[config.mk]
export PLATFORM = sky130hd
export DESIGN_NAME = mux_scan_sequencer
export DESIGN_NICKNAME = d
export VERILOG_FILES = /design/src/rtl/mux_scan_sequencer.sv
export SDC_FILE = /design/constraint.sdc
export NUM_CORES = 1
export LEC_CHECK = 0
export ABC_CLOCK_PERIOD_IN_PS = 4600
export CAP_MARGIN = 40
export CORE_UTILIZATION = 54
export DETAILED_ROUTE_END_ITERATION = 12
export PLACE_DENSITY = 0.83
export REMOVE_ABC_BUFFERS = 1
export SLEW_MARGIN = 20
export SYNTH_ARGS = -nofsm -noshare
export SYNTH_HDL_FRONTEND = slang
export SYNTH_SLANG_ARGS = --single-unit
[constraint.sdc]
create_clock -name clk -period 4.6 [get_ports clk]
set_input_delay 1.38 -clock clk [delete_from_list [all_inputs] [get_ports clk]]
set_output_delay 1.38 -clock clk [all_outputs]
set_load 0.02 [all_outputs]
[src/rtl/mux_scan_sequencer.sv]
// rtl/mux_scan_sequencer.sv - select/OE sequencer that scans masked channels of a 4:1 tri-state mux
module mux_scan_sequencer #(
  parameter int DWELL_W = 4
) (
  input  logic               clk,
  input  logic               rst_n,
  input  logic               start,
  input  logic               abort,
  input  logic [3:0]         chan_mask,
  input  logic [DWELL_W-1:0] dwell,
  input  logic               y_in,
  output logic [1:0]         sel,
  output logic               oe,
  output logic               busy,
  output logic               done,
  output logic               sample_valid,
  output logic [1:0]         sample_chan,
  output logic               sample_bit,
  output logic [3:0]         frame
);

  typedef enum logic [2:0] {IDLE, SETTLE, DRIVE, SAMPLE, FINISH} state_t;

  state_t             state, state_nx;
  logic [3:0]         mask_q, mask_nx;
  logic [DWELL_W-1:0] dwell_q, dwell_nx;
  logic [DWELL_W-1:0] cnt, cnt_nx;
  logic [1:0]         sel_nx, low_chan, next_chan;
  logic               more;
  logic               oe_nx, busy_nx, done_nx, sv_nx, sb_nx;
  logic [1:0]         sc_nx;
  logic [3:0]         frame_nx;

  // lowest requested channel of the incoming mask, used as the first channel of a pass
  always_comb begin
    low_chan = 2'd0;
    for (int i = 3; i >= 0; i--) begin
      if (chan_mask[i]) low_chan = 2'(i);
    end
  end

  // next latched channel strictly above the one currently selected
  always_comb begin
    more      = 1'b0;
    next_chan = 2'd0;
    for (int i = 3; i >= 0; i--) begin
      if (mask_q[i] && (2'(i) > sel)) begin
        more      = 1'b1;
        next_chan = 2'(i);
      end
    end
  end

  // next-state and next-output logic; every output is registered from these values
  always_comb begin
    state_nx = state;
    mask_nx  = mask_q;
    dwell_nx = dwell_q;
    cnt_nx   = cnt;
    sel_nx   = sel;
    frame_nx = frame;
    sv_nx    = 1'b0;
    sc_nx    = sample_chan;
    sb_nx    = sample_bit;
    case (state)
      IDLE: begin
        if (start && !abort) begin
          frame_nx = 4'd0;
          if (chan_mask != 4'd0) begin
            mask_nx  = chan_mask;
            dwell_nx = dwell;
            sel_nx   = low_chan;
            state_nx = SETTLE;
          end else begin
            state_nx = FINISH;
          end
        end
      end
      SETTLE: begin
        cnt_nx   = dwell_q;
        state_nx = DRIVE;
      end
      DRIVE: begin
        if (cnt == '0) state_nx = SAMPLE;
        else           cnt_nx   = cnt - 1'b1;
      end
      SAMPLE: begin
        frame_nx[sel] = y_in;
        sb_nx         = y_in;
        sc_nx         = sel;
        sv_nx         = 1'b1;
        if (more) begin
          sel_nx   = next_chan;
          state_nx = SETTLE;
        end else begin
          state_nx = FINISH;
        end
      end
      FINISH: state_nx = IDLE;
      default: state_nx = IDLE;
    endcase
    // a cancelled pass drops back to IDLE without recording the in-flight sample
    if (abort && state != IDLE) begin
      state_nx = IDLE;
      sel_nx   = sel;
      frame_nx = frame;
      sv_nx    = 1'b0;
      sc_nx    = sample_chan;
      sb_nx    = sample_bit;
    end
    oe_nx   = (state_nx == DRIVE) || (state_nx == SAMPLE);
    busy_nx = (state_nx != IDLE);
    done_nx = (state_nx == FINISH);
  end

  // state and output registers
  always_ff @(posedge clk or negedge rst_n) begin
    if (!rst_n) begin
      state        <= IDLE;
      mask_q       <= 4'd0;
      dwell_q      <= '0;
      cnt          <= '0;
      sel          <= 2'd0;
      oe           <= 1'b0;
      busy         <= 1'b0;
      done         <= 1'b0;
      sample_valid <= 1'b0;
      sample_chan  <= 2'd0;
      sample_bit   <= 1'b0;
      frame        <= 4'd0;
    end else begin
      state        <= state_nx;
      mask_q       <= mask_nx;
      dwell_q      <= dwell_nx;
      cnt          <= cnt_nx;
      sel          <= sel_nx;
      oe           <= oe_nx;
      busy         <= busy_nx;
      done         <= done_nx;
      sample_valid <= sv_nx;
      sample_chan  <= sc_nx;
      sample_bit   <= sb_nx;
      frame        <= frame_nx;
    end
  end

endmodule

### After elaboration in Yosys (flattened, before gate mapping)

Cells that the tools add are included.

| storage, ports and cells | value |
|---|---|
| output and inout bits | 13 |
| register bits after elaboration | 28 |
| logic and storage cells | 82 |
| bits of input ports | 13 |

| operators by class | value |
|---|---|
| $add $sub $neg | 1 |
| order comparisons | 6 |
| bitwise operators | 1 |
| mux-type cells | 31 |
| equal/unequal tests | 10 |
| reduce and logical (&&, ||, !) cells | 21 |

Operators with widths:

| operator | number |
|---|---|
| two-way mux 2 bit | 11 |
| case mux 4 bit (2 select lines) | 2 |
| two-way mux 3 bit | 5 |
| == test 3 x 2 -> 1 bit (second input constant) | 4 |
| case mux 3 bit (4 select lines) | 1 |
| two-way mux 4 bit | 2 |
| inequality test 2 bit (second input constant) | 4 |
| logical AND 1 bit | 7 |
| two-way mux 1 bit | 7 |
| AND reduction 3 bit | 2 |
| nonzero test 3 bit | 2 |
| AND reduction 5 bit | 1 |
| bitwise mux 4 bit | 1 |
| greater-than comparator 1 x 2 -> 1 bit (first input constant) | 2 |
| greater-than comparator 2 bit (first input constant) | 2 |
| logical NOT 4 bit | 1 |
| case mux 2 bit (2 select lines) | 1 |
| AND reduction 2 bit | 2 |
| nonzero test 2 bit | 2 |
| nonzero test 4 bit | 1 |
| subtractor 4 x 1 -> 4 bit (second input constant) | 1 |
| == test 3 x 1 -> 1 bit (second input constant) | 1 |
| == test 3 bit (second input constant) | 1 |
| logical NOT 3 bit | 1 |
| other kinds (6) | 6 |

### Depth between registers and ports, before layout

Gate-level depths: netlist of the first run.

| depth | value |
|---|---|
| word-level depth | 11 |
| gate-level depth with buffers | 7 |
| mapped depth without buffers | 7 |

### Least setup slack after synthesis of the first run

OpenSTA, ideal clock, no wires.

| path | value |
|---|---|
| kind | input to register |
| start | input port chan_mask[1] |
| end | register busy |
| stages on the path | 4 |
| library setup time | 131 ps |
| arrival | 2346 ps |
| setup slack | 2123 ps |
| cells stage by stage | nor4_2 -> o22a_1 -> a21oi_2 -> or3_1 |

| between the ends | value |
|---|---|
| longest elaborated chain between the ends | 6 |

Ends and longest elaborated chain:

| element | line | RTL |
|---|---|---|
| from (decl) | 9 | `input logic [3:0] chan_mask,` |
| nonzero test 4 bit | 69 | `if (chan_mask != 4'd0) begin` |
| two-way mux 3 bit | 69 |  |
| two-way mux 3 bit | 67 | `if (start && !abort) begin` |
| case mux 3 bit (4 select lines) | 65 | `case (state)` |
| two-way mux 3 bit | 103 | `if (abort && state != IDLE) begin` |
| net state_nx[0] | 24 | `state_t state, state_nx;` |
| nonzero test 3 bit | 112 | `busy_nx = (state_nx != IDLE);` |
| net busy_nx | 30 | `logic oe_nx, busy_nx, done_nx, sv_nx, sb_nx;` |
| to (signal assigned) | 138 | `busy <= busy_nx;` |
| to (decl) | 14 | `output logic busy,` |

The timed path passes the listed nets, and every way through them passes these cells.
A chain may end at the register's enable or synchronous reset.

### Final worst setup path of the first run

| path | value |
|---|---|
| start | register sel[1] |
| end | output port sel[1] |

RTL lines:

| element | line | RTL |
|---|---|---|
| from (decl) | 12 | `output logic [1:0] sel,` |
| from (signal assigned) | 136 | `sel <= sel_nx;` |

No word-level cell between the ends.

==> results of run 1 <==
## layout by cell type (no fill, tap or decap), drive strengths merged, types with 3 or more instances in the layout
cell | netlist | layout
mux2i | 4 | 4
a21o | 3 | 3
o211ai | 4 | 4
clkdlybuf4s50 | 0 | 25
nor3 | 3 | 3
nand3 | 5 | 5
nand2b | 3 | 3
dfrtp | 27 | 27
nand2 | 30 | 30
o21ai | 11 | 11
inv | 8 | 8
a21oi | 7 | 7
nor2 | 7 | 7
clkbuf | 3 | 3
## registers in the layout (all words and copies together) (netlist names), 2 cells and up
register     cells
cnt              4
dwell_q          4
frame            4
mask_q           3
state            3
sample_chan      2
sel              2
## power breakdown
group          internal (uW)  switching, uW  total, uW
combinational            186            225        411
sequential               325           73.1        398
clock                   32.6           68.0        101
total                    543            366        910
## layer usage
layer	track usage (%)	share of wire [%]	vias up	wire length, um
met5	0	0	-	0
met4	12.04	1.5	0	40
met3	4.762	5.2	4	139
met2	38.16	49	38	1294
met1	29.50	45	504	1193
li1	-	-	519	-
## kinds of logic (layout without fill, tap and decap cells)
| group | Yosys count | count (layout) | share of synthesized area [%] |
|---|---|---|---|
| simple gates | 60 | 60 | 24.61 |
| buf+inv | 11 | 38 | 3.198 |
| fa+ha+maj | 1 | 1 | 0.9688 |
| mux | 4 | 4 | 3.101 |
| flops | 27 | 27 | 52.33 |
| compound gates | 32 | 32 | 15.79 |
## per-stage QoR
step                      total power (uW)  std cells
after floorplan                      656.0        132
after global placement               790.1        186
after detailed placement             806.8        186
after CTS                            911.4        190
after global routing                 974.9        190
final                                909.7        190
## how the worst max path moves through the flow
stage,from,slack [ns],endpoint,depth (start not counted)
after floorplan,chan_mask[1],2.12,busy$_DFF_PN0_,4
after global placement,chan_mask[1],1.52,busy$_DFF_PN0_,5
after detailed placement,abort,1.45,sel[1]$_DFFE_PN0P_,5
after CTS,sel[1]$_DFFE_PN0P_,1.69,sel[1],1
after global routing,sel[1]$_DFFE_PN0P_,1.63,sel[1],1
final,sel[1]$_DFFE_PN0P_,1.70,sel[1],1
## area by class of cell
cell class	count	area, um2	share of cell area, %
flip-flops and latches	27	675.6	42.22
multi-input cells	97	574.3	35.89
repair buffers	26	257.7	16.11
well taps	28	35.03	2.189
inverters	8	30.03	1.876
clock buffers	3	22.52	1.407
clock inverters	1	5.005	0.3127
## cells in the mapped netlist, types with 2 or more instances
cell type and number:
nor3_1 3, o211ai_1 4, dfrtp_1 27, mux2i_1 4, o31ai_1 2, nand3_1 5
o21ai_0 10, a21o_1 3, inv_1 7, or3b_2 2, nor2_1 6, a21oi_1 6
nand2_1 30, a22o_1 2, nand2b_1 3, clkbuf_1 3
==> impl_metrics.py, run 1 <==
metrics = {
    "yosys": {
        "syn_area_mm2": 0.001291,
        "synthCells": 135,
        "yosysSeqAreaShare_pct": 52.33,
        "ys_types": 34,
        "synth_top_area_share_pct": 52.33,
        "synth_edf_count": 0,
        "yosys_warnings": 0,
        "async_flop_share_pct": 100.0,
        "synth_seq_cells": 27,
        "synth_area_leaders": "dfrtp_1 (52%), nand2_1 (8.7%), o21ai_0 (3.9%)",
        "synth_top_area_cell": "dfrtp_1",
        "synthFlopType": "dfrtp_1",
        "syn_area_per_cell_um2": 9.565,
    },
    "worst_hold_path": {
        "holdPathEnd": "sample_chan[1]$_DFFE_PN0P_",
        "hp-class": "reg2reg",
        "hp-start": "sample_chan[1]$_DFFE_PN0P_",
        "worstHoldPathCells": 2,
    },
    "place": {
        "place_congestion": 0.8568,
        "dpl_cell_area_mm2": 0.001573,
        "hpwl_um": 1936,
        "port_buffers": 25,
        "place_ws_ns": 1.449,
    },
    "sta": {
        "finalCritPeriodShare_pct": 63.00,
        "fin_hold_ws_ns": 0.4992,
        "rsz0062_at_grt": "no",
        "tightest_slew_ns": 0.6182,
        "worst_slack_ns": 1.702,
        "finalCriticalPeriod_ns": 2.898,
        "slew_headroom_pct": 58.70,
        "fmax_mhz": 345.1,
        "tns_ns": 0,
        "hold_viol_final": 0,
        "drv_slew": 0,
        "setup_viol": 0,
        "fin_worst_skew_ns": 0.001150,
    },
    "setup_path": {
        "cp-start-kind": "flip-flop",
        "path_cells": "clkdlybuf4s50_1",
        "r2r_start": "state[1]$_DFF_PN0_",
        "critPathKind": "reg2out",
        "worstPathArrival_ns": 1.52,
        "crit_path_top_delay_cell": "clkdlybuf4s50_1",
        "slowest_delay_ns": 0.66,
        "crit_path_end_kind": "output pin",
        "cp_num_buf_inv": 1,
        "cp_top_family": "buffers and inverters",
        "critPathMaxFanout": 9,
        "rr_worst_depth": 5,
        "cp_data_required_time_ns": 3.22,
        "r2r-end": "sel[1]$_DFFE_PN0P_",
        "r2r_slack_ns": 2.61,
    },
    "pwr": {
        "ir_worst_vdd_v": 0.0003466,
        "power_density_mw_per_mm2": 568.5,
        "power.leakage_uw": 0.0007431,
    },
    "drt": {
        "drt-vias-per-instance": 5.605,
        "drt_iter0_markers": 36,
        "detail_route.first_pass.iterations": 5,
        "drc_errors": 0,
        "wl_um": 2667,
        "wl_per_cell_um": 14.04,
        "num_vias": 1065,
        "postRouteAntennaNets": 0,
    },
    "grt": {
        "grt_pass1_vias": 998,
        "antenna_found_initial": 0,
        "grt_pass1_wl_um": 4347,
        "grt_overflow": 0,
        "grt_max_degree": 28,
        "track_usage_pct": 23.47,
    },
    "clocking": {
        "cts_tree": "built",
        "ctsHtreeMaxLevel": 1,
        "clk_pin_slew_ns": 0.14,
        "cts.sinks": 27,
        "ctsResizeCount": 0,
        "root_buffer": "clkbuf_4",
        "hold_buffers": 0,
        "cts_made_buffers": 3,
        "post_cts_buffers": 0,
        "clk_latency_ns": 0.32,
        "clk_path_buf_depth": 2,
    },
    "cells_and_area": {
        "fillCellCount": 168,
        "area_delta_synth_final_pct": 23.93,
        "final_util_pct": 71.65,
        "final_layout_size_suffix_gt1_share_pct": 8.642,
        "num_antenna_cells": 0,
        "final_area_mm2": 0.001600,
        "finalNetCount": 177,
    },
    "die": {
        "die_h_um": 50.90,
        "pin_count": 26,
        "design.core.area_mm2": 0.002233,
        "rows": 17,
        "start_util_pct": 57.82,
        "die_w_um": 50.90,
        "dieArea_mm2": 0.002591,
    },
    "run_status": {
        "status": "complete, no violations",
    },
    "run": {
        "maxCapViolCount": 0,
    },
}
(Power assumes the default switching activity.)
==> run 2, diff against run 1 <==
- ABC_CLOCK_PERIOD_IN_PS: 4600 -> 2550
- CORE_UTILIZATION: 54 -> 45
- PLACE_DENSITY: 0.83 -> 0.74
- clock period: 4.6 -> 2.55 ns (I/O delays scaled with it)
==> impl_metrics.py, run 2 (synthesis gave the netlist of run 1 again) <==
metrics = {
    "cells_and_area": {
        "top_regs": "cnt (4), dwell_q (4), frame (4)",
        "area.sequential_um2": 675.6,
        "final_layout_size_suffix_gt1_share_pct": 10.84,
        "finalNetCount": 181,
        "num_antenna_cells": 0,
        "area_delta_synth_final_pct": 26.74,
        "instances_no_fill": 197,
        "multi_input_area_um2": 574.3,
        "most-common-layout-cells": "nand2_1 (30), dfrtp_1 (27), clkdlybuf4s50_1 (25), o21ai_0 (10), inv_1 (7)",
        "fillCellCount": 241,
        "final_common_cell": "nand2_1",
    },
    "place": {
        "dp_cells": 193,
        "port_buffers": 25,
        "hpwl_um": 2095,
        "place_congestion": 0.8095,
    },
    "setup_path": {
        "critPathMaxFanout": 9,
        "worstPathArrival_ns": 1.57,
        "r2r_slack_ns": 0.70,
        "crit_path_top_delay_cell": "clkdlybuf4s50_1",
        "cp_num_buf_inv": 1,
        "cp-start-kind": "flip-flop",
        "cp_data_required_time_ns": 1.79,
        "critPathKind": "reg2out",
        "slowest_delay_ns": 0.67,
        "path_cells": "clkdlybuf4s50_1",
        "cp_top_family": "buffers and inverters",
        "crit_path_end_kind": "output pin",
    },
    "sta": {
        "finalCriticalPeriod_ns": 2.333,
        "fmax_mhz": 428.7,
        "drv_slew": 0,
        "rsz0062_at_grt": "no",
        "fin_worst_skew_ns": 0.01552,
        "slew_headroom_pct": 56.48,
        "hold_viol_final": 0,
        "tns_ns": 0,
        "tightest_slew_ns": 0.6514,
        "setup_viol": 0,
        "finalCritPeriodShare_pct": 91.49,
    },
    "die": {
        "start_util_pct": 47.23,
        "pin_count": 26,
        "die_w_um": 55.57,
        "rows": 19,
        "die_h_um": 55.57,
        "dieArea_mm2": 0.003087,
        "design.core.area_mm2": 0.002734,
    },
    "drt": {
        "met3WireLength_um": 107,
        "met2_length_um": 1334,
        "detail_route.first_pass.iterations": 4,
        "top_layer": "met4",
        "num_vias": 1093,
        "postRouteAntennaNets": 0,
        "wl_per_cell_um": 14.16,
        "wl_met1_um": 1283,
        "wl_um": 2789,
        "drt_iter0_markers": 32,
        "drt-vias-per-instance": 5.548,
        "drc_errors": 0,
    },
    "clocking": {
        "clk_latency_ns": 0.33,
        "hold_buffers": 0,
        "root_buffer": "clkbuf_4",
        "cts.sinks": 27,
        "ctsHtreeMaxLevel": 1,
        "post_cts_buffers": 0,
        "cts_tree": "built",
        "clk_pin_slew_ns": 0.16,
        "cts_made_buffers": 3,
        "clk_path_buf_depth": 2,
        "ctsResizeCount": 0,
    },
    "grt": {
        "grt_overflow": 0,
        "antenna_found_initial": 0,
        "grt_max_degree": 28,
        "grt_pass1_vias": 1067,
        "track_usage_pct": 19.52,
        "grt_pass1_wl_um": 4726,
    },
    "run": {
        "maxCapViolCount": 0,
    },
    "pwr": {
        "ir_worst_vdd_v": 0.0006264,
        "power.leakage_uw": 0.0007590,
        "power_density_mw_per_mm2": 1015,
    },
    "run_status": {
        "status": "complete, no violations",
    },
    "worst_hold_path": {
        "hp-class": "reg2reg",
    },
}
## run 2: cell types whose count changed in the layout (fill, tap and decap cells not counted)
cell        previous run  this run
buf_4                  1         5
clkinv_2               1         0
clkinvlp_4             0         1
## run 2: stage by stage
stage / total power [uW] / utilization (%) / worst slack [ns] / hold slack (ns) / area [um2]
finish: 1661 / 59.86 / 0.2171 / 0.5098 / 1637
global route: 1779 / 59.86 / 0.1740 / 0.5387 / 1637
CTS: 1662 / 59.86 / 0.2305 / 0.5114 / 1637
detailed placement: 1471 / 58.76 / 0.02942 / 0.4720 / 1607
global placement: 1438 / 58.76 / 0.1278 / 0.4619 / 1607
floorplan: 1183 / - / 0.6876 / 0.4404 / 1280
## run 2: final timing paths
| path | cells past startpoint | to | start |
|---|---|---|---|
| setup / recovery | 1 | sel[1] | sel[1]$_DFFE_PN0P_ |
| hold / removal | 2 | sample_chan[1]$_DFFE_PN0P_ | sample_chan[1]$_DFFE_PN0P_ |
| setup reg to reg | 6 | frame[2]$_DFFE_PN0P_ | state[2]$_DFF_PN0_ |
| hold reg to reg | 2 | sample_chan[1]$_DFFE_PN0P_ | sample_chan[1]$_DFFE_PN0P_ |
| max in group asynchronous | 2 | mask_q[2]$_DFFE_PN0P_ | rst_n |
| min in group asynchronous | 2 | oe$_DFF_PN0_ | rst_n |
## run 2: per-layer routing
metal,vias up,GRT usage (%)
met5,-,0
met3,8,2.576
met4,0,9.643
met1,534,26.81
li1,526,-
met2,25,30.46
## run 2: power by group
group / internal (uW) / switching [uW]
sequential: 586 / 139
clock: 60.0 / 136
combinational: 347 / 393
total: 993 / 668
## run 2: worst reg2reg max path, cell delays in order (launching register included)
cell,delay (ns)
dfrtp_1,0.51
nand3b_1,0.30
or2_1,0.37
inv_2,0.14
nand2_1,0.11
o211ai_1,0.22
o31ai_1,0.10
## run 2: cell type report
class	count	area share, %
Sequential cell	27	41.28
Multi-Input combinational cell	97	35.09
Timing Repair Buffer	30	17.58
Tap cell	31	2.370
Inverter	8	1.835
Clock buffer	3	1.376
Clock inverter	1	0.4587
==> run 3, diff against run 2 <==
- PLACE_DENSITY: 0.74 -> 0.72
- TNS_END_PERCENT: not set -> 5
==> impl_metrics.py, run 3 (synthesis gave the netlist of run 1 again) <==
metrics = {
    "die": {
        "dieArea_mm2": 0.003087,
        "die_w_um": 55.57,
        "design.core.area_mm2": 0.002734,
        "rows": 19,
        "die_h_um": 55.57,
        "start_util_pct": 47.23,
        "pin_count": 26,
    },
    "run": {
        "maxCapViolCount": 0,
    },
    "sta": {
        "fin_hold_ws_ns": 0.4915,
        "fin_worst_skew_ns": 0.001254,
        "slew_headroom_pct": 60.45,
        "hold_viol_final": 0,
        "finalCritPeriodShare_pct": 90.31,
        "tns_ns": 0,
        "drv_slew": 0,
        "fmax_mhz": 434.2,
        "rsz0062_at_grt": "no",
        "finalCriticalPeriod_ns": 2.303,
        "setup_viol": 0,
        "tightest_slew_ns": 0.5920,
    },
    "run_status": {
        "status": "complete, no violations",
    },
    "setup_path": {
        "critPathKind": "reg2out",
        "cp_data_required_time_ns": 1.79,
        "critPathMaxFanout": 9,
        "startpoint": "sel[1]$_DFFE_PN0P_",
        "crit_path_top_delay_cell": "clkdlybuf4s50_1",
        "worstPathArrival_ns": 1.54,
        "cp_num_buf_inv": 1,
        "r2r_start": "cnt[0]$_DFFE_PN0P_",
        "path_cells": "clkdlybuf4s50_1",
        "cp_top_family": "buffers and inverters",
        "cp-start-kind": "flip-flop",
        "crit_path_end_kind": "output pin",
        "slowest_delay_ns": 0.67,
        "r2r_slack_ns": 0.70,
    },
    "clocking": {
        "clk_latency_ns": 0.33,
        "cts_made_buffers": 3,
        "ctsHtreeMaxLevel": 1,
        "cts.sinks": 27,
        "post_cts_buffers": 0,
        "hold_buffers": 0,
        "clk_pin_slew_ns": 0.14,
        "clk_path_buf_depth": 2,
        "ctsResizeCount": 0,
        "cts_tree": "built",
        "root_buffer": "clkbuf_4",
    },
    "drt": {
        "drc_errors": 0,
        "postRouteAntennaNets": 0,
        "detail_route.first_pass.iterations": 4,
        "num_vias": 1071,
        "drt_iter0_markers": 17,
        "wl_um": 2721,
        "drt-vias-per-instance": 5.437,
        "wl_per_cell_um": 13.81,
    },
    "grt": {
        "grt_overflow": 0,
        "grt_pass1_wl_um": 4781,
        "track_usage_pct": 20.08,
        "antenna_found_initial": 0,
        "grt_max_degree": 28,
        "grt_pass1_vias": 1080,
    },
    "cells_and_area": {
        "final_common_cell": "nand2_1",
        "area_delta_synth_final_pct": 26.45,
        "most-common-layout-cells": "nand2_1 (30), dfrtp_1 (27), clkdlybuf4s50_1 (25), o21ai_0 (10), inv_1 (7)",
        "finalNetCount": 181,
        "final_area_mm2": 0.001633,
        "top_regs": "cnt (4), dwell_q (4), frame (4)",
        "area.sequential_um2": 675.6,
        "multi_input_area_um2": 574.3,
        "fillCellCount": 231,
        "final_layout_size_suffix_gt1_share_pct": 10.24,
        "num_antenna_cells": 0,
    },
    "place": {
        "port_buffers": 25,
        "dpl_cell_area_mm2": 0.001607,
        "hpwl_um": 2012,
        "place_congestion": 0.8178,
    },
    "pwr": {
        "power.leakage_uw": 0.0007600,
        "ir_worst_vdd_v": 0.0006300,
        "power_density_mw_per_mm2": 1015,
    },
    "worst_hold_path": {
        "hp-class": "reg2reg",
        "hp-start": "dwell_q[0]$_DFFE_PN0P_",
    },
}
run 3: cell count changes in the layout (fill, tap and decap cells not counted), sizes merged:
cell and change:
clkbuf +1, clkinvlp -1
run 3: per-stage QoR:
stage / util, % / total power, uW / std cells / setup WS, ns
after floorplan: - / 1183 / 132 / 0.6876
after global placement: 58.76 / 1441 / 193 / 0.1357
after detailed placement: 58.76 / 1472 / 193 / 0.08969
after CTS: 59.73 / 1664 / 197 / 0.2405
after global routing: 59.73 / 1788 / 197 / 0.1807
final: 59.73 / 1657 / 197 / 0.2471
run 3: cell type report:
class	instances	area share (%)
clock buffer	4	1.609
sequential	27	41.38
inverter	8	1.839
tap	31	2.375
multi-input combinational	97	35.17
timing repair buffer	30	17.62
run 3: worst paths after layout:
kind,cells after the start,end
setup / recovery,1,sel[1]
hold / removal,2,dwell_q[0]$_DFFE_PN0P_
setup reg to reg,7,cnt[2]$_DFFE_PN0P_
hold reg to reg,2,dwell_q[0]$_DFFE_PN0P_
max in group asynchronous,2,mask_q[1]$_DFFE_PN0P_
min in group asynchronous,2,cnt[2]$_DFFE_PN0P_
run 3: power by group:
part	internal (uW)	switching [uW]
combinational	347	397
sequential	586	136
clock	61.6	129
run 3: per-layer routing:
metal | GRT usage [%] | up-vias | share of wire (%)
met5 | 0 | - | 0
met3 | 6.323 | 5 | 4.4
met1 | 24.69 | 515 | 45
met4 | 8.571 | 0 | 1.9
li1 | - | 532 | -
met2 | 32.53 | 19 | 48
==> patch 1: new RTL, settings of run 2 <==
Make the reset (`rst_n`) synchronous in one clocked block.
--- a/src/rtl/mux_scan_sequencer.sv
+++ b/src/rtl/mux_scan_sequencer.sv
@@ -116,3 +116,3 @@
   // state and output registers
-  always_ff @(posedge clk or negedge rst_n) begin
+  always_ff @(posedge clk) begin
     if (!rst_n) begin
Check against the original RTL: differs if rst_n is asserted again (counterexample within 4 cycles, from zero or initial values and one cycle with rst_n low); with rst_n held inactive, the same outputs for 10 cycles.
==> patch 1 against run 2 <==
Worst setup slack gained 0.13 ns. Synthesized area increased by 8.1%. Sequential power is 26% lower. Clock power fell by 5%. Global-route usage rose by 2.8 points. Design area increased by 5.4%. Total power shrank 30%. Sequential cell count did not move. Routed wire length grew 20%.
==> patch 1: results (changes against run 2) <==
- Run status: complete, no violations (unchanged)
- Most frequent cells after synthesis: dfxtp_1 (27), a21oi_1 (15), o21ai_0 (15) (was nand2_1 (30), dfrtp_1 (27), o21ai_0 (10))
- R2r worst-path depth: 4 (was 6)
- Port buffer count: 25 (unchanged)
- Post-Place Cell Area: 1699 µm² (was 1607 µm²)
- Hold WS: 0.4741 ns (was 0.5098 ns)
- Crit path from: chan_mask[1] (was sel[1]$_DFFE_PN0P_)
- Slowest CP cell: or4_1 (was clkdlybuf4s50_1)
- Hpwl dp: 2.523 mm (was 2.095 mm)
- CP max FO: 7 (was 9)
- Worst Hold Endpoint: frame[1]$_SDFFE_PN0P_ (was sample_chan[1]$_DFFE_PN0P_)
- Worst-Margin Slew: 0.8258 ns (was 0.6514 ns)
- Drt first pass iters: 4 (unchanged)
- Hold/Removal Path Class: reg -> reg (unchanged)
- Drt initial violations: 53 (was 32)
- Buffers inserted during post-CTS setup optimization: 0 (unchanged)
- Number of global-route vias before repair: 1270 (was 1067)
- DRT Wirelength: 3.344 mm (was 2.789 mm)
- Clock-pin slew on the worst setup and hold paths: 0.14 ns (was 0.16 ns)
- Syn avg cell area: 8.673 µm² (was 9.565 µm²)
- Worst hold start: frame[1]$_SDFFE_PN0P_ (was sample_chan[1]$_DFFE_PN0P_)
- Final setup skew: 0.004051 ns (was 0.01552 ns)
- Synth cell types: 47 (was 34)
- CTS Buffer Depth: 2 (unchanged)
- Nets: 205 (was 181)
- Layout cells sized above 1: 11.05% (was 10.84%)
- Place WS: 0.02221 ns (was 0.02942 ns)
- Leak: 0.6037 nW (was 0.7590 nW)
- Fill count: 276 (was 241)
- Worst reg2reg endpoint: busy$_SDFF_PN0_ (was frame[2]$_DFFE_PN0P_)
- Synth top area cells: dfxtp_1 (39%), mux2i_1 (5.7%), a21oi_1 (5.4%) (was dfrtp_1 (52%), nand2_1 (8.7%), o21ai_0 (3.9%))
- Ys async rst share: 0% (was 100.0%)
- Peak supply drop: 0.2832 mV (was 0.6264 mV)
- Final Non-Filler Cells: 221 (was 197)
- First-pass GRT wire length: 5.747 mm (was 4.726 mm)
- Gr usage total: 22.31% (was 19.52%)
- Critical Path RT: 2.81 ns (was 1.79 ns)
- Worst reg2reg setup slack: 0.50 ns (was 0.70 ns)
- Slowest Stage Delay on Critical Path: 0.57 ns (was 0.67 ns)
- RR Startpoint: state[2]$_SDFF_PN0_ (was state[2]$_DFF_PN0_)
- Largest net degree at the start of global routing: 17 (was 28)
- Register area share after synthesis: 38.71% (was 52.33%)
- Share of the clock period used by the worst path: 86.56% (was 91.49%)
- Via density: 5.805 (was 5.548)
- Gpl congestion: 0.8969 (was 0.8095)
- CP endpoint: mask_q[2]$_SDFFE_PN0P_ (was sel[1])
- Clk_lat worst skew: 0.32 ns
- CTS buffer count: 3 (unchanged)
- Delay-heaviest family, CP: simple AND/OR/NAND/NOR gates (was buffers and inverters)
- Final core utilization: 60.48% (was 59.86%)
[patch 1: cell count changes after synthesis, moves of 4 or more]
cell and change:
dfrtp_1 -27, o21ai_0 +5, o211ai_1 -4, mux2i_1 +4, dfxtp_1 +27, nand2_1 -19
a21oi_1 +9, nor2_1 +7, nor2b_1 +5
[patch 1: layout make-up]
cell class                      count  share of cell area [%]
Clock buffer                        4                   1.523
Sequential cell                    27                   31.33
Inverter                            7                   1.523
Tap cell                           31                   2.248
Timing Repair Buffer               32                   17.55
Multi-Input combinational cell    120                   45.83
[patch 1: power by group]
group	switching, mW	total (mW)	internal (mW)	leakage [nW]
combinational	0.237	0.440	0.204	0.369
sequential	0.0618	0.537	0.475	0.219
clock	0.124	0.186	0.0613	0.0150
total	0.423	1.16	0.740	0.604
[patch 1: metal layers]
| layer | part of all wire [%] | vias to the layer above | wire length (µm) | global-route usage [%] |
|---|---|---|---|---|
| li1 | - | 644 | - | - |
| met1 | 44 | 610 | 1485 | 27.86 |
| met2 | 52 | 25 | 1738 | 39.37 |
| met3 | 2.7 | 4 | 90 | 3.125 |
| met4 | 0.87 | 0 | 29 | 7.823 |
| met5 | 0 | - | 0 | 0 |
[patch 1: kinds of logic (layout without fill, tap and decap cells)]
| kind of cell | after synthesis | count (layout) | synth area share, % |
|---|---|---|---|
| buffers and inverters | 14 | 43 | 4.659 |
| muxes | 9 | 9 | 6.541 |
| DFF | 27 | 27 | 38.71 |
| adders and majority gates | 1 | 1 | 0.8959 |
| AOI/OAI and AO/OA | 48 | 48 | 23.93 |
| and+or+nand+nor | 62 | 62 | 25.27 |
[patch 1: tightest hold or removal path, delay by kind of cell, from the launching register on]
family           cells  cell delay, ns
DFF                  1            0.34
muxes                1            0.05
and+or+nand+nor      1            0.05
==> patch 2: new RTL, settings of run 2 <==
Without the edit above. The parameter `DWELL_W` goes from 4 to 6.
--- a/src/rtl/mux_scan_sequencer.sv
+++ b/src/rtl/mux_scan_sequencer.sv
@@ -2,3 +2,3 @@
 module mux_scan_sequencer #(
-  parameter int DWELL_W = 4
+  parameter int DWELL_W = 6
 ) (
Ports: changed (resized dwell); port bits go from 26 to 28. The function was not compared with the original's and may differ.
==> patch 2 against run 2 <==
Worst setup slack gained 0.010 ns. Total power grew 23%. Global-route usage grew 1.1 points. Design area grew 18%. Combinational power grew 5.8%. Routed wire length grew 13%. Hold slack lost 0.0022 ns. Sequential cell count grew 4. Non-clock buffer count grew 2. Synthesized area grew 17%. Clock power grew 110%.
==> patch 2: results (changes against run 2) <==
- Portion of netlist area occupied by mux cells: 7.438% (was 3.101%)
- Worst reg2reg endpoint: cnt[0]$_DFFE_PN0P_ (was frame[2]$_DFFE_PN0P_)
- Most frequent cells after synthesis: dfrtp_1 (31), nor2_1 (19), o21ai_0 (17) (was nand2_1 (30), dfrtp_1 (27), o21ai_0 (10))
- Number of global-route vias before repair: 1189 (was 1067)
- Hpwl dp: 2.240 mm (was 2.095 mm)
- Worst reg2reg setup slack: 0.73 ns (was 0.70 ns)
- Peak supply drop: 0.4986 mV (was 0.6264 mV)
- Register area share after synthesis: 51.24% (was 52.33%)
- Regs by FF count: cnt: 6 flops, dwell_q: 6 flops, frame: 4 flops (was cnt: 4 flops, dwell_q: 4 flops, frame: 4 flops)
- RR Startpoint: cnt[0]$_DFFE_PN0P_ (was state[2]$_DFF_PN0_)
- Gpl congestion: 0.8344 (was 0.8095)
- Worst-Margin Slew: 0.4428 ns (was 0.6514 ns)
- Gr usage total: 20.65% (was 19.52%)
- Seq group: 851 µW (was 725 µW)
- CP max FO: 12 (was 9)
- Hold WS: 0.5076 ns (was 0.5098 ns)
- Drt initial violations: 50 (was 32)
- DR WL/cell: 13.69 µm (was 14.16 µm)
- Worst hold start: sample_bit$_DFFE_PN0P_ (was sample_chan[1]$_DFFE_PN0P_)
- Met1 Track Usage GR: 27.25% (was 26.81%)
- Synth cell types: 38 (was 34)
- Worst Hold Endpoint: sample_bit$_DFFE_PN0P_ (was sample_chan[1]$_DFFE_PN0P_)
- M2 GR Usage: 31.59% (was 30.46%)
- P_sw: 765.9 µW (was 667.7 µW)
- Nets: 201 (was 181)
- Leak: 0.8387 nW (was 0.7590 nW)
- Run status: complete, no violations (unchanged)
- Layout cells sized above 1: 13.44% (was 10.84%)
- Synth Area in Compound Gates: 18.35% (was 15.79%)
- Routed wl met3: 161 µm (was 107 µm)
[patch 2: changes by cell type in the layout (fill, tap and decap cells not counted), moves of 3 or more]
cell and change:
nor2b_1 +3, a31oi_1 +3, nand2_1 -24, mux2i_1 -4, nor2_1 +13, o211ai_1 -3
dfrtp_1 +4, nand3_1 -5, nor3_1 +4, mux2_2 +10, o21ai_0 +7
[patch 2: final cells by class]
class                      instances  area, µm²  share of cell area [%]
sequential                        31      775.7                   40.29
multi-input combinational        108      674.4                   35.02
timing repair buffer              32      307.8                   15.98
tap                               44      55.05                   2.859
clock buffer                       6      51.30                   2.664
clock inverter                     2      35.03                   1.819
inverter                           7      26.28                   1.365
[patch 2: cell families after synthesis]
| family | after synthesis |
|---|---|
| fa+ha+maj | 1 |
| buf+inv | 14 |
| flops | 31 |
| simple gates | 51 |
| mux | 10 |
| compound gates | 45 |
| xor+xnor | 1 |
[patch 2: worst max path at each step]
stage                            start                     end  slack [ns]  cells after the start
CTS                 sel[1]$_DFFE_PN0P_                  sel[1]        0.22                      1
global placement          chan_mask[0]   mask_q[1]$_DFFE_PN0P_         0.1                      5
detailed placement        chan_mask[0]  dwell_q[0]$_DFFE_PN0P_        0.06                      5
finish              sel[1]$_DFFE_PN0P_                  sel[1]        0.23                      1
floorplan                 chan_mask[0]      sel[1]$_DFFE_PN0P_        0.63                      5
global route        sel[1]$_DFFE_PN0P_                  sel[1]        0.15                      1
[patch 2: per-stage QoR]
step,util (%),area [µm²],setup WS (ns),std cells
final,61.56,1926,0.2274,230
after global routing,61.56,1926,0.1490,230
after floorplan,-,1476,0.6282,146
after CTS,61.56,1926,0.2234,230
after global placement,58.80,1839,0.09999,222
after detailed placement,58.80,1839,0.06356,222
